**config.mk**
```make
export PLATFORM = sky130hd
export DESIGN_NAME = jk_cmd_sequencer
export DESIGN_NICKNAME = d
export VERILOG_FILES = /design/src/rtl/jk_cmd_sequencer.sv
export SDC_FILE = /design/constraint.sdc
export NUM_CORES = 1
export LEC_CHECK = 0
export BUFFER_PORTS_ARGS = -buffer_cell sky130_fd_sc_hd__buf_2
export CORE_MARGIN = 2
export CORE_UTILIZATION = 45
export DETAILED_ROUTE_END_ITERATION = 16
export GPL_TIMING_DRIVEN = 0
export HOLD_SLACK_MARGIN = 0.02
export PLACE_DENSITY = 0.65
export REMOVE_ABC_BUFFERS = 1
export SYNTH_ARGS = -nofsm -noshare
export SYNTH_HDL_FRONTEND = slang
export SYNTH_SLANG_ARGS = --single-unit
```
**constraint.sdc**
```tcl
create_clock -name clk -period 2.2 [get_ports clk]
set_input_delay 0.22 -clock clk [delete_from_list [all_inputs] [get_ports clk]]
set_output_delay 0.22 -clock clk [all_outputs]
set_load 0.05 [all_outputs]
```
**src/rtl/jk_cmd_sequencer.sv**
```systemverilog
// jk_cmd_sequencer: buffers {j,k} commands in a DEPTH-entry FIFO and replays each op for rep+1 cycles.
// Latency: 1 cycle from an accepted command (empty FIFO, IDLE) to the first j/k drive; queued commands follow with no gap.
// Backpressure: cmd_ready = !full && !rst; a full FIFO refuses pushes even if a pop happens in the same cycle.
// Build option: define JK_SEQ_CHECK_EN to add the shadow q checker that drives mismatch (otherwise mismatch = 0).
module jk_cmd_sequencer #(
  parameter int DEPTH = 4,  // power of two, >= 2
  parameter int CNT_W = 4
) (
  input  logic             clk,
  input  logic             rst,
  input  logic             cmd_valid,
  output logic             cmd_ready,
  input  logic [1:0]       cmd_op,
  input  logic [CNT_W-1:0] cmd_rep,
  output logic             j,
  output logic             k,
  output logic             busy,
  output logic             done,
  input  logic             q_fb,
  output logic             mismatch
);

  localparam int AW = $clog2(DEPTH);
  localparam int EW = CNT_W + 2;
  localparam logic [AW:0]      PTR_ONE = 1;
  localparam logic [CNT_W-1:0] CNT_ONE = 1;

  typedef enum logic {
    IDLE = 1'b0,
    RUN  = 1'b1
  } state_t;

  // ---------------------------------------------------------------------------
  // Command FIFO: extra pointer MSB separates full from empty; pointers wrap.
  // ---------------------------------------------------------------------------
  logic [EW-1:0] mem [DEPTH];
  logic [AW:0]   wr_ptr;
  logic [AW:0]   rd_ptr;
  logic          full;
  logic          empty;
  logic          push;
  logic          pop;
  logic [EW-1:0] head;

  assign empty     = (wr_ptr == rd_ptr);
  assign full      = (wr_ptr[AW] != rd_ptr[AW]) && (wr_ptr[AW-1:0] == rd_ptr[AW-1:0]);
  assign cmd_ready = !full && !rst;
  assign push      = cmd_valid && cmd_ready;
  assign head      = mem[rd_ptr[AW-1:0]];

  // Entry storage; contents need no reset because the pointers gate every read.
  always_ff @(posedge clk) begin
    if (push) begin
      mem[wr_ptr[AW-1:0]] <= {cmd_op, cmd_rep};
    end
  end

  // Pointer update; pop only fires when non-empty, so no write-through on empty.
  always_ff @(posedge clk) begin
    if (rst) begin
      wr_ptr <= '0;
      rd_ptr <= '0;
    end else begin
      if (push) wr_ptr <= wr_ptr + PTR_ONE;
      if (pop)  rd_ptr <= rd_ptr + PTR_ONE;
    end
  end

  // ---------------------------------------------------------------------------
  // Sequencer FSM
  // ---------------------------------------------------------------------------
  state_t           state;
  state_t           state_nxt;
  logic [CNT_W-1:0] rep_cnt;
  logic [CNT_W-1:0] rep_nxt;
  logic             j_nxt;
  logic             k_nxt;
  logic             done_nxt;

  // State register.
  always_ff @(posedge clk) begin
    if (rst) state <= IDLE;
    else     state <= state_nxt;
  end

  // Next state: leave RUN only when the last repeat ends with nothing queued.
  always_comb begin
    state_nxt = state;
    case (state)
      IDLE:    if (!empty) state_nxt = RUN;
      RUN:     if ((rep_cnt == '0) && empty) state_nxt = IDLE;
      default: state_nxt = IDLE;
    endcase
  end

  // Output decode: pop/load, repeat countdown, and the drain pulse.
  always_comb begin
    pop      = 1'b0;
    j_nxt    = j;
    k_nxt    = k;
    rep_nxt  = rep_cnt;
    done_nxt = 1'b0;
    case (state)
      IDLE: begin
        j_nxt = 1'b0;
        k_nxt = 1'b0;
        if (!empty) begin
          pop            = 1'b1;
          {j_nxt, k_nxt} = head[EW-1:CNT_W];
          rep_nxt        = head[CNT_W-1:0];
        end
      end
      RUN: begin
        if (rep_cnt != '0) begin
          rep_nxt = rep_cnt - CNT_ONE;
        end else if (!empty) begin
          // Back-to-back load keeps j/k driven without an idle cycle.
          pop            = 1'b1;
          {j_nxt, k_nxt} = head[EW-1:CNT_W];
          rep_nxt        = head[CNT_W-1:0];
        end else begin
          j_nxt    = 1'b0;
          k_nxt    = 1'b0;
          done_nxt = 1'b1;
        end
      end
      default: begin
        j_nxt = 1'b0;
        k_nxt = 1'b0;
      end
    endcase
  end

  // Registered outputs and repeat counter.
  always_ff @(posedge clk) begin
    if (rst) begin
      j       <= 1'b0;
      k       <= 1'b0;
      busy    <= 1'b0;
      done    <= 1'b0;
      rep_cnt <= '0;
    end else begin
      j       <= j_nxt;
      k       <= k_nxt;
      busy    <= (state_nxt == RUN);
      done    <= done_nxt;
      rep_cnt <= rep_nxt;
    end
  end

  // ---------------------------------------------------------------------------
  // Optional shadow checker of the downstream flip-flop.
  // ---------------------------------------------------------------------------
`ifdef JK_SEQ_CHECK_EN
  logic q_exp;
  logic mismatch_r;

  // Shadow flip-flop follows our own registered drive; any divergence is sticky.
  always_ff @(posedge clk) begin
    if (rst) begin
      q_exp      <= 1'b0;
      mismatch_r <= 1'b0;
    end else begin
      case ({j, k})
        2'b01:   q_exp <= 1'b0;
        2'b10:   q_exp <= 1'b1;
        2'b11:   q_exp <= ~q_exp;
        default: q_exp <= q_exp;
      endcase
      if (q_fb != q_exp) mismatch_r <= 1'b1;
    end
  end

  assign mismatch = mismatch_r;
`else
  logic unused_q_fb;
  assign unused_q_fb = q_fb;
  assign mismatch    = 1'b0;
`endif

endmodule

```
## Word-level counts from Yosys, hierarchy flattened

Memories as Yosys holds them, arrays and structs flattened. A register that Yosys moved wholly into a read port is not among the register bits.
Index checks and enable logic that the tools add are counted.

- Add/sub/neg operators: 3
- Multiply operators: 0
- Divide/modulo/power cells: 0
- $lt $le $gt $ge: 0
- Equality and inequality tests: 4
- Shift operators: 0
- Mux-type cells: 19
- Bitwise logic cells: 1
- Reduce and logical (&&, ||, !) cells: 9

Operators by type and width:

| kind | number |
|---|---|
| $mux W1 | 10 |
| $mux W4 | 2 |
| $pmux W1 S2 | 4 |
| $pmux W4 S2 | 1 |
| $add A3 B1 Y3 const B | 2 |
| $logic_and A1 B1 Y1 | 4 |
| $logic_not A4 Y1 | 1 |
| $mux W2 | 2 |
| $reduce_bool A4 Y1 | 1 |
| $sub A4 B1 Y4 const B | 1 |
| $eq A3 B3 Y1 | 1 |
| $reduce_or A3 Y1 | 1 |
| $eq A2 B2 Y1 | 1 |
| $logic_not A1 Y1 | 2 |
| $ne A2 B2 Y1 const B | 1 |
| $ne A1 B1 Y1 | 1 |
| $not A1 Y1 | 1 |

- Register bits after elaboration: 14
- Bits in latches: 0
- Bits in writable memories: 24
- Bits in read-only memories: 0
- Input port bits: 10
- Logic and storage cells: 44
- Memories kept: 1

Memory list:

| memory | depth | bits a word | rd ports | clocked after Yosys merged registers in | write ports | line | text |
|---|---|---|---|---|---|---|---|
| mem | 4 | 6 | 1 | 1 | 1 | 36 | `logic [EW-1:0] mem [DEPTH];` |

## Longest topological paths before layout

Gate-level depths: netlist of run 1.

- Depth in word-level cells: 7
- Gate-level depth with buffers: 6

## Worst setup path after synthesis of run 1

Ideal clock, no wire load.

- Path type: flip-flop to flip-flop
- Start point: register rep_cnt[0]
- End point: register rd_ptr[2]
- Data arrival time: 1.579 ns
- Data required time: 2.079 ns
- Slack: 0.500 ns
- Stages on the path, launching flop included: 7
- Period minus slack after synthesis: 1.700 ns
- Path through: dfxtp_1 -> inv_1 -> ha_1 -> or3b_4 -> a32oi_2 -> nand2_2 -> mux2_4

- Longest elaborated chain between the ends: 3

RTL lines:

| what | line | text |
|---|---|---|
| start, declared | 74 | `logic [CNT_W-1:0] rep_cnt;` |
| start signal, assigned | 147 | `rep_cnt <= rep_nxt;` |
| $reduce_bool A4 Y1 | 114 | `if (rep_cnt != '0) begin` |
| $mux W1 | 114 |  |
| $pmux W1 S2 | 103 | `case (state)` |
| end signal, assigned | 65 | `if (pop) rd_ptr <= rd_ptr + PTR_ONE;` |
| end, declared | 38 | `logic [AW:0] rd_ptr;` |

Every way passes these cells.
A chain may end at the register's enable or synchronous reset.

## Final worst setup path of run 1

Ends and elaborated chain as after synthesis.

==> results.tsv, run 1 <==
metric	value	unit
chip height	65.86	um
Hold Path Sink	mem[0][5]	
die area	0.004337	mm^2
Final Setup Violations	0	
Initial Utilization	47.03	%
Yosys reg bits	40	
Post-synth EDFFs	24	
P_leak	0.7041	nW
worst endpoint data arrival time	1990	ps
first-pass GRT wire length	4588	um
worst r2r path cells	6	
placed cell count	178	
Worst-path clk slew	70	ps
worst-path fanout max	5	
Ant. Diodes	0	
crit-path cells	inv_1 -> ha_1 -> or3b_4 -> a32oi_2 -> nand2_2 -> mux2_4	
worst path required time	2380	ps
post-place instance area	0.001827	mm^2
Slew Limit Fails	0	
Clock Tree Root	clkbuf_8	
routability cong.	0.7890	
antenna violations before repair	0	
Clk Latency, worst-skew pair	280	ps
I/O pins	16	
NetSw	783.2	uW
register share of total power	43.7	%
pin count of the biggest net entering global routing	20	
PortBufs	13	
vias	948	
CTS Buffer Depth	2	
setup TNS	0	ps
Hold Crit Class	primary input to flip-flop	
Die W	65.86	um
Final Cycle Share	82.31	%
PostCTS Resize Cnt	0	
# DRC	0	
Vias/cell	5.097	
synth warn	0	
Hold Path Stages	1	
Syn Inst Count	121	
crit-path max cell delay	410	ps
reg2reg setup slack	390	ps
worst r2r src	rep_cnt[0]	
setup bufs post-CTS	0	
final std cells w/o fill	186	
vias in the first global route	1024	
Synth Flop Type	edfxtp_1	
Core Rows	22	
Switching Fraction	33.22	%
Startpoint Class	flip-flop	
CTS tree	built	
Period minus WS final	1811	ps
drt first pass iters	4	
worst r2r dst	rd_ptr[2]	
share of cells above drive strength 1	24.64	%
GRT overflow	0	
cell internal pwr	1.574	mW
count of cell types in the netlist	35	
fin nets	153	
Pwr per Cell Area	1220	mW/mm^2
logic gate share of total power	32.2	%
RSZ-0062 raised after global routing	false	
fmax	552.2	MHz
min-delay src	cmd_op[1]	
wire length per cell	14.71	um
Final Skew	3.129	ps
max_cap viols	0	
Layout area overhead	12.28	%
post-layout util	52.80	%
ys async rst share	0	%
Crit-path slowest cell	or3b_4	
Routed Antenna Nets	0	
CP endpoint kind	flip-flop	
Total GRT Usage	14.92	%
mapped cell area	0.001722	mm^2
worst hold slack	145.7	ps
maximum vdd ir drop	0.6038	mV
DRT iter0 DRCs	25	
final instance area	0.001933	mm^2
routed wire length	2736	um
critical path class	flip-flop to flip-flop	
TritonCTS Buffers	5	
Hold Fails Final Rpt	0	
dpl hpwl	1915	um
number of H-tree levels	2	
CTS hold repair buffers	0	
Core Area	0.003661	mm^2
clock network power share	24.1	%
Clock Sink Count	40	
# fillers	312	
sequential element share of the synthesized area	60.47	%
syn_area_per_cell	14.23	um^2
status	complete, no violations	
[power by group through the flow]
stage / logic (mW) / clock network [mW] / registers (mW)
3_5_place_dp: 0.763 / 0 / 1.05
4_1_cts: 0.766 / 0.588 / 1.03
2_1_floorplan: 0.545 / 0 / 1.10
3_3_place_gp: 0.750 / 0 / 1.04
6_report: 0.759 / 0.569 / 1.03
5_1_grt: 0.835 / 0.619 / 1.05
[final cells by class]
cell class | instances | area (um^2) | share of cell area, %
clock inverter | 3 | 37.54 | 1.942
multi-input combinational | 73 | 645.6 | 33.40
clock buffer | 5 | 68.82 | 3.560
inverter | 4 | 15.01 | 0.7767
sequential | 40 | 1041 | 53.85
tap | 48 | 60.06 | 3.107
timing repair buffer | 13 | 65.06 | 3.366
[registers in the layout, summed over array words and instances, names as in the netlist, named ones only]
| register | cells |
|---|---|
| rd_ptr | 3 |
| wr_ptr | 3 |
| done | 1 |
| j | 1 |
| k | 1 |
| mem | 24 |
| busy | 1 |
| rep_cnt | 4 |
[layout by cell type, fill, tap and decap left out, types with 2 or more instances in the layout]
cell type	instances
edfxtp_1	24
dfxtp_1	16
buf_2	13
nor2_1	12
nand2_1	6
mux4_2	6
ha_1	6
xnor2_1	5
clkbuf_8	5
inv_1	4
and2_1	4
mux2i_1	4
xor2_1	3
nand3_1	3
a21oi_1	3
or3_1	3
clkinv_1	2
[critical path, delay by kind of cell, from the launching register on]
| kind | cells | cell delay, ps |
|---|---|---|
| AO/OA/AOI/OAI | 1 | 320 |
| multiplexers | 1 | 290 |
| flip-flops | 1 | 310 |
| buffers and inverters | 1 | 80 |
| AND/OR/NAND/NOR | 2 | 510 |
| adder cells (fa/ha/maj) | 1 | 190 |
[metrics by stage]
stage | power [mW] | worst slack, ps
floorplan | 1.646 | 500.0
CTS | 2.387 | 371.6
global route | 2.506 | 275.5
finish | 2.358 | 389.1
global placement | 1.792 | 408.3
detailed placement | 1.809 | 390.1
[cells by family after synthesis]
group,synth area share (%)
adders and majority gates,4.360
muxes,11.05
buffers and inverters,2.035
xor gates and xnor gates,5.015
AOI/OAI and AO/OA,5.306
DFF,60.47
other,0.2178
and+or+nand+nor,11.56
[cell usage after synthesis, types with 2 or more instances]
library cell | n | area, um^2
nor2_1 | 12 | 45.04
xor2_1 | 3 | 26.28
nand3_1 | 3 | 15.01
inv_1 | 4 | 15.01
edfxtp_1 | 24 | 720.7
xnor2_1 | 5 | 43.79
a21oi_1 | 3 | 15.01
mux4_2 | 6 | 135.1
clkbuf_1 | 2 | 7.510
dfxtp_1 | 16 | 320.3
nand2_1 | 6 | 22.52
or3_1 | 3 | 18.77
and2_1 | 4 | 25.02
ha_1 | 6 | 75.07
mux2i_1 | 4 | 40.04
[routing by layer]
metal | vias to the layer above | global-route usage, % | wire length (um)
met1 | 463 | 16.93 | 1244
met3 | 4 | 3.578 | 78
met2 | 11 | 25.88 | 1373
met4 | 0 | 7.813 | 40
met5 | - | 0 | 0
li1 | 470 | - | -
[how the worst max path moves through the flow]
stage	from	endpoint	slack, ps	cells after the start
finish	rep_cnt[0]	rd_ptr[2]	390	6
global route	rep_cnt[0]	rd_ptr[1]	280	6
CTS	rd_ptr[2]	mem[1][1]	370	4
detailed placement	rep_cnt[0]	rd_ptr[2]	390	6
global placement	rep_cnt[0]	rd_ptr[2]	410	6
floorplan	rep_cnt[0]	rd_ptr[2]	500	6
Power figures use the tool's default switching activity.
==> run 2, diff against run 1 <==
==> constraint.sdc (replaced) <==
create_clock -name clk -period 1.85 [get_ports clk]
set_input_delay 0.185 -clock clk [delete_from_list [all_inputs] [get_ports clk]]
set_output_delay 0.185 -clock clk [all_outputs]
set_load 0.05 [all_outputs]
==> results.tsv, run 2 (synthesis results as in run 1) <==
metric	value	unit	change
Routed Antenna Nets	0		unchanged
P_leak	0.7072	nW	was 0.7041 nW
most common cell after layout, fill and taps aside	edfxtp_1		unchanged
Final Cycle Share	95.17	%	was 82.31%
Initial Utilization	47.03	%	unchanged
antenna violations before repair	0		unchanged
I/O pins	16		unchanged
routed wire length	2769	um	was 2736 um
Final Skew	4.396	ps	was 3.129 ps
share of cells above drive strength 1	27.54	%	was 24.64%
Clk Latency, worst-skew pair	280	ps	about the same
# fillers	311		was 312
most frequent cells in the layout	24 x edfxtp_1, 16 x dfxtp_1, 13 x buf_2		unchanged
DRT iter0 DRCs	17		was 25
vias	947		was 948
CP endpoint kind	flip-flop		unchanged
critical path class	flip-flop to flip-flop		unchanged
routability cong.	0.7890		unchanged
flip-flop count of the largest register, all copies and words added	24		unchanged
chip height	65.86	um	unchanged
Slew Limit Fails	0		unchanged
CTS Buffer Depth	2		unchanged
Slew HR	66.29	%	
Core Rows	22		unchanged
Layout area overhead	13.23	%	was 12.28%
Clock Sink Count	40		unchanged
die area	0.004337	mm^2	unchanged
Pwr per Cell Area	1460	mW/mm^2	was 1220 mW/mm^2
fin nets	153		unchanged
Period minus WS final	1761	ps	was 1811 ps
worst path required time	2030	ps	was 2380 ps
Ant. Diodes	0		unchanged
Worst-path clk slew	70	ps	about the same
status	complete, no violations		unchanged
GRT overflow	0		unchanged
PortBufs	13		unchanged
vias in the first global route	1024		unchanged
TritonCTS Buffers	5		unchanged
wire length per cell	14.89	um	was 14.71 um
CTS tree	built		unchanged
Vias/cell	5.091		was 5.097
overall power	2.847	mW	was 2.358 mW
# DRC	0		unchanged
CTS hold repair buffers	0		unchanged
Final Setup Violations	0		unchanged
pin count of the biggest net entering global routing	20		unchanged
RSZ-0062 raised after global routing	false		unchanged
drt first pass iters	4		unchanged
number of H-tree levels	2		unchanged
Hold Crit Class	primary input to flip-flop		unchanged
maximum vdd ir drop	0.7251	mV	was 0.6038 mV
fmax	568.0	MHz	was 552.2 MHz
setup TNS	0	ps	unchanged
worst-path fanout max	5		unchanged
max_cap viols	0		unchanged
Core Area	0.003661	mm^2	unchanged
Clock Tree Root	clkbuf_8		unchanged
Startpoint Class	flip-flop		unchanged
Die W	65.86	um	unchanged
Hold Fails Final Rpt	0		unchanged
Total GRT Usage	14.92	%	unchanged
slew at the pin with the worst max-slew slack	502.0	ps	
first-pass GRT wire length	4588	um	unchanged
worst endpoint data arrival time	1940	ps	was 1990 ps
dpl hpwl	1915	um	unchanged
[run 2: changes by cell type in the layout (fill, tap and decap cells not counted)]
cell,delta
and2_1,-4
and2_2,+4
a32oi_2,-1
a32oi_4,+1
[run 2: routing by layer]
layer  vias to the layer above  wire, um  track usage [%]
li1                        470         -                -
met1                       461      1241            16.93
met2                        12      1411            25.88
met3                         4        78            3.578
met4                         0        38            7.813
met5                         -         0                0
[run 2: path summary, 6_finish.rpt]
kind / startpoint / endpoint / slack [ps] / cells past startpoint
worst max-delay path: rep_cnt[0] / rd_ptr[2] / 90 / 6
worst min-delay path: cmd_op[1] / mem[0][5] / 110 / 1
worst max register to register: rep_cnt[0] / rd_ptr[2] / 90 / 6
worst min register to register: k / k / 450 / 2
[run 2: stage by stage]
stage                     instances  util (%)  hold slack, ps  setup WS [ps]  area (um^2)
after floorplan                 117         -           248.3          150.0         1702
after global placement          178     49.90           396.4          58.27         1827
after detailed placement        178     49.90           401.2          40.12         1827
after CTS                       186     52.80           99.41          21.57         1933
after global routing            186     53.25           102.2          4.544         1949
final                           186     53.25           111.7          89.42         1949
[run 2: worst max-delay path, stage by stage (launching register included)]
cell     delay (ps)
dfxtp_1         320
inv_1            80
ha_1            190
or3b_4          420
a32oi_4         260
nand2_2          90
mux2_4          290
[run 2: report_power, final]
group / switching (mW) / internal (mW)
Combinational: 0.515 / 0.427
Clock: 0.283 / 0.393
Sequential: 0.157 / 1.07
[run 2: timing repair]
action                                  in CTS  in global routing
setup buffers                                0                  0
endpoints found under the hold margin        0                  0
endpoints found under the setup margin       0                 27
gates resized for setup                      0                  5
[run 2: layout make-up]
type                            instances  area (um^2)  share of cell area (%)
Inverter                                4        15.01                  0.7702
Sequential cell                        40         1041                   53.40
Clock inverter                          3        37.54                   1.926
Multi-Input combinational cell         73        661.9                   33.95
Timing Repair Buffer                   13        65.06                   3.338
Tap cell                               48        60.06                   3.081
Clock buffer                            5        68.82                   3.530
==> run 3, diff against run 2 <==
--- a/config.mk
+++ b/config.mk
@@ -6,12 +6,12 @@
 export NUM_CORES = 1
 export LEC_CHECK = 0
 export BUFFER_PORTS_ARGS = -buffer_cell sky130_fd_sc_hd__buf_2
+export CAP_MARGIN = 20
 export CORE_MARGIN = 2
 export CORE_UTILIZATION = 45
 export DETAILED_ROUTE_END_ITERATION = 16
 export GPL_TIMING_DRIVEN = 0
 export HOLD_SLACK_MARGIN = 0.02
-export PLACE_DENSITY = 0.65
 export REMOVE_ABC_BUFFERS = 1
 export SYNTH_ARGS = -nofsm -noshare
 export SYNTH_HDL_FRONTEND = slang
==> results.tsv, run 3 (synthesis results as in run 1) <==
metric	value	unit	change
status	complete, no violations		unchanged
# DRC	0		unchanged
Final Skew	6.279	ps	was 4.396 ps
Hold Path Stages	1		unchanged
post-layout util	53.69	%	was 53.25%
I/O pins	16		unchanged
reg2reg setup slack	110	ps	was 90 ps
Hold Crit Class	primary input to flip-flop		unchanged
first-pass GRT wire length	4623	um	was 4588 um
dpl hpwl	1929	um	was 1915 um
setup ws final	106.1	ps	was 89.42 ps
vias in the first global route	991		was 1024
vias	965		was 947
number of H-tree levels	2		unchanged
GR met2 Demand/Resource	24.24	%	was 25.88%
CTS hold repair buffers	0		unchanged
Hold Fails Final Rpt	0		unchanged
chip height	65.86	um	unchanged
Ant. Diodes	0		unchanged
RSZ-0062 raised after global routing	false		unchanged
antenna violations before repair	0		unchanged
fin nets	153		unchanged
share of cells above drive strength 1	28.99	%	was 27.54%
PortBufs	13		unchanged
critical path class	flip-flop to flip-flop		unchanged
Worst-path clk slew	80	ps	was 70 ps
pin count of the biggest net entering global routing	20		unchanged
Slew Limit Fails	0		unchanged
CP endpoint kind	flip-flop		unchanged
GRT overflow	0		unchanged
setup TNS	0	ps	unchanged
routability cong.	0.8136		was 0.7890
Clock Tree Root	clkbuf_8		unchanged
most frequent cells in the layout	24 x edfxtp_1, 16 x dfxtp_1, 13 x buf_2		unchanged
die area	0.004337	mm^2	unchanged
Place WS	39.56	ps	was 40.12 ps
Hold Path Sink	mem[0][0]		was mem[0][5]
Pwr per Cell Area	1459	mW/mm^2	was 1460 mW/mm^2
Final Cycle Share	94.26	%	was 95.17%
Vias/cell	5.188		was 5.091
worst r2r path cells	6		unchanged
M1 GR Usage	18.34	%	was 16.93%
GR Util met3	5.451	%	was 3.578%
CTS Buffer Depth	2		unchanged
worst hold slack	107.6	ps	was 111.7 ps
Core Rows	22		unchanged
drt first pass iters	4		unchanged
Total GRT Usage	15.08	%	was 14.92%
TritonCTS Buffers	5		unchanged
DRT iter0 DRCs	47		was 17
Final Setup Violations	0		unchanged
Routed Antenna Nets	0		unchanged
Clk Latency, worst-skew pair	290	ps	was 280 ps
Core Area	0.003661	mm^2	unchanged
wire length per cell	14.77	um	was 14.89 um
grt peak-use layer	met2		unchanged
Startpoint Class	flip-flop		unchanged
fmax	573.4	MHz	was 568.0 MHz
Layout area overhead	14.17	%	was 13.23%
maximum vdd ir drop	0.5936	mV	was 0.7251 mV
worst endpoint data arrival time	1930	ps	was 1940 ps
P_leak	0.7099	nW	was 0.7072 nW
Clock Sink Count	40		unchanged
max_cap viols	0		unchanged
worst r2r dst	rd_ptr[2]		unchanged
worst path required time	2040	ps	was 2030 ps
Die W	65.86	um	unchanged
routed wire length	2747	um	was 2769 um
min-delay src	cmd_rep[0]		was cmd_op[1]
worst r2r src	rep_cnt[0]		unchanged
worst-path fanout max	5		unchanged
Initial Utilization	47.03	%	unchanged
Period minus WS final	1744	ps	was 1761 ps
CTS tree	built		unchanged
most common cell after layout, fill and taps aside	edfxtp_1		unchanged
flip-flop count of the largest register, all copies and words added	24		unchanged
==> run 3: cell types whose count changed in the layout (fill, tap and decap cells not counted) <==
cell        previous run  this run
xnor2_2                1         0
xnor2_4                0         1
clkinv_2               0         1
clkinv_1               2         0
clkinvlp_4             0         1
==> run 3: cell type report <==
type,count,area (um^2)
multi-input cells,73,673.1
flip-flops and latches,40,1041
clock inverters,3,42.54
clock buffers,5,68.82
fillers,311,1695
well taps,48,60.06
repair buffers,13,65.06
inverters,4,15.01
==> run 3: where the power goes <==
group / leakage [nW] / internal, mW / total, mW / switching, mW
Clock: 0.0541 / 0.399 / 0.707 / 0.308
Sequential: 0.350 / 1.07 / 1.23 / 0.153
Combinational: 0.306 / 0.428 / 0.935 / 0.507
Total: 0.710 / 1.90 / 2.87 / 0.967
==> run 3: critical path, stage by stage (launching register included) <==
cell	delay, ps
dfxtp_1	310
inv_1	80
ha_1	180
or3b_4	420
a32oi_4	260
nand2_2	90
mux2_4	290
==> run 3: stage by stage <==
stage | cells | cell area [um^2] | total power [mW]
6_report | 186 | 1966 | 2.867
5_1_grt | 186 | 1966 | 3.062
4_1_cts | 186 | 1938 | 2.871
3_5_place_dp | 178 | 1827 | 2.155
3_3_place_gp | 178 | 1827 | 2.132
2_1_floorplan | 117 | 1702 | 1.958
==> run 3: what timing repair did <==
| action | 4_1_cts | 5_1_grt |
|---|---|---|
| endpoints found under the setup margin | 0 | 27 |
| endpoints found under the hold margin | 0 | 0 |
| setup buffers | 0 | 0 |
| gates resized for setup | 0 | 6 |
==> run 3: worst max path at each step <==
stage	startpoint	endpoint	slack, ps	depth (start not counted)
3_5_place_dp	wr_ptr[0]	mem[3][1]	40	4
5_1_grt	rep_cnt[0]	rd_ptr[2]	10	6
2_1_floorplan	rep_cnt[0]	rd_ptr[2]	150	6
3_3_place_gp	rep_cnt[0]	rd_ptr[2]	60	6
6_report	rep_cnt[0]	rd_ptr[2]	110	6
4_1_cts	rd_ptr[2]	mem[3][0]	10	4
==> run 3: per-layer routing <==
metal,vias up,share of wire [%]
li1,468,-
met1,476,44
met2,15,50
met3,6,4.0
met4,0,2.1
met5,-,0
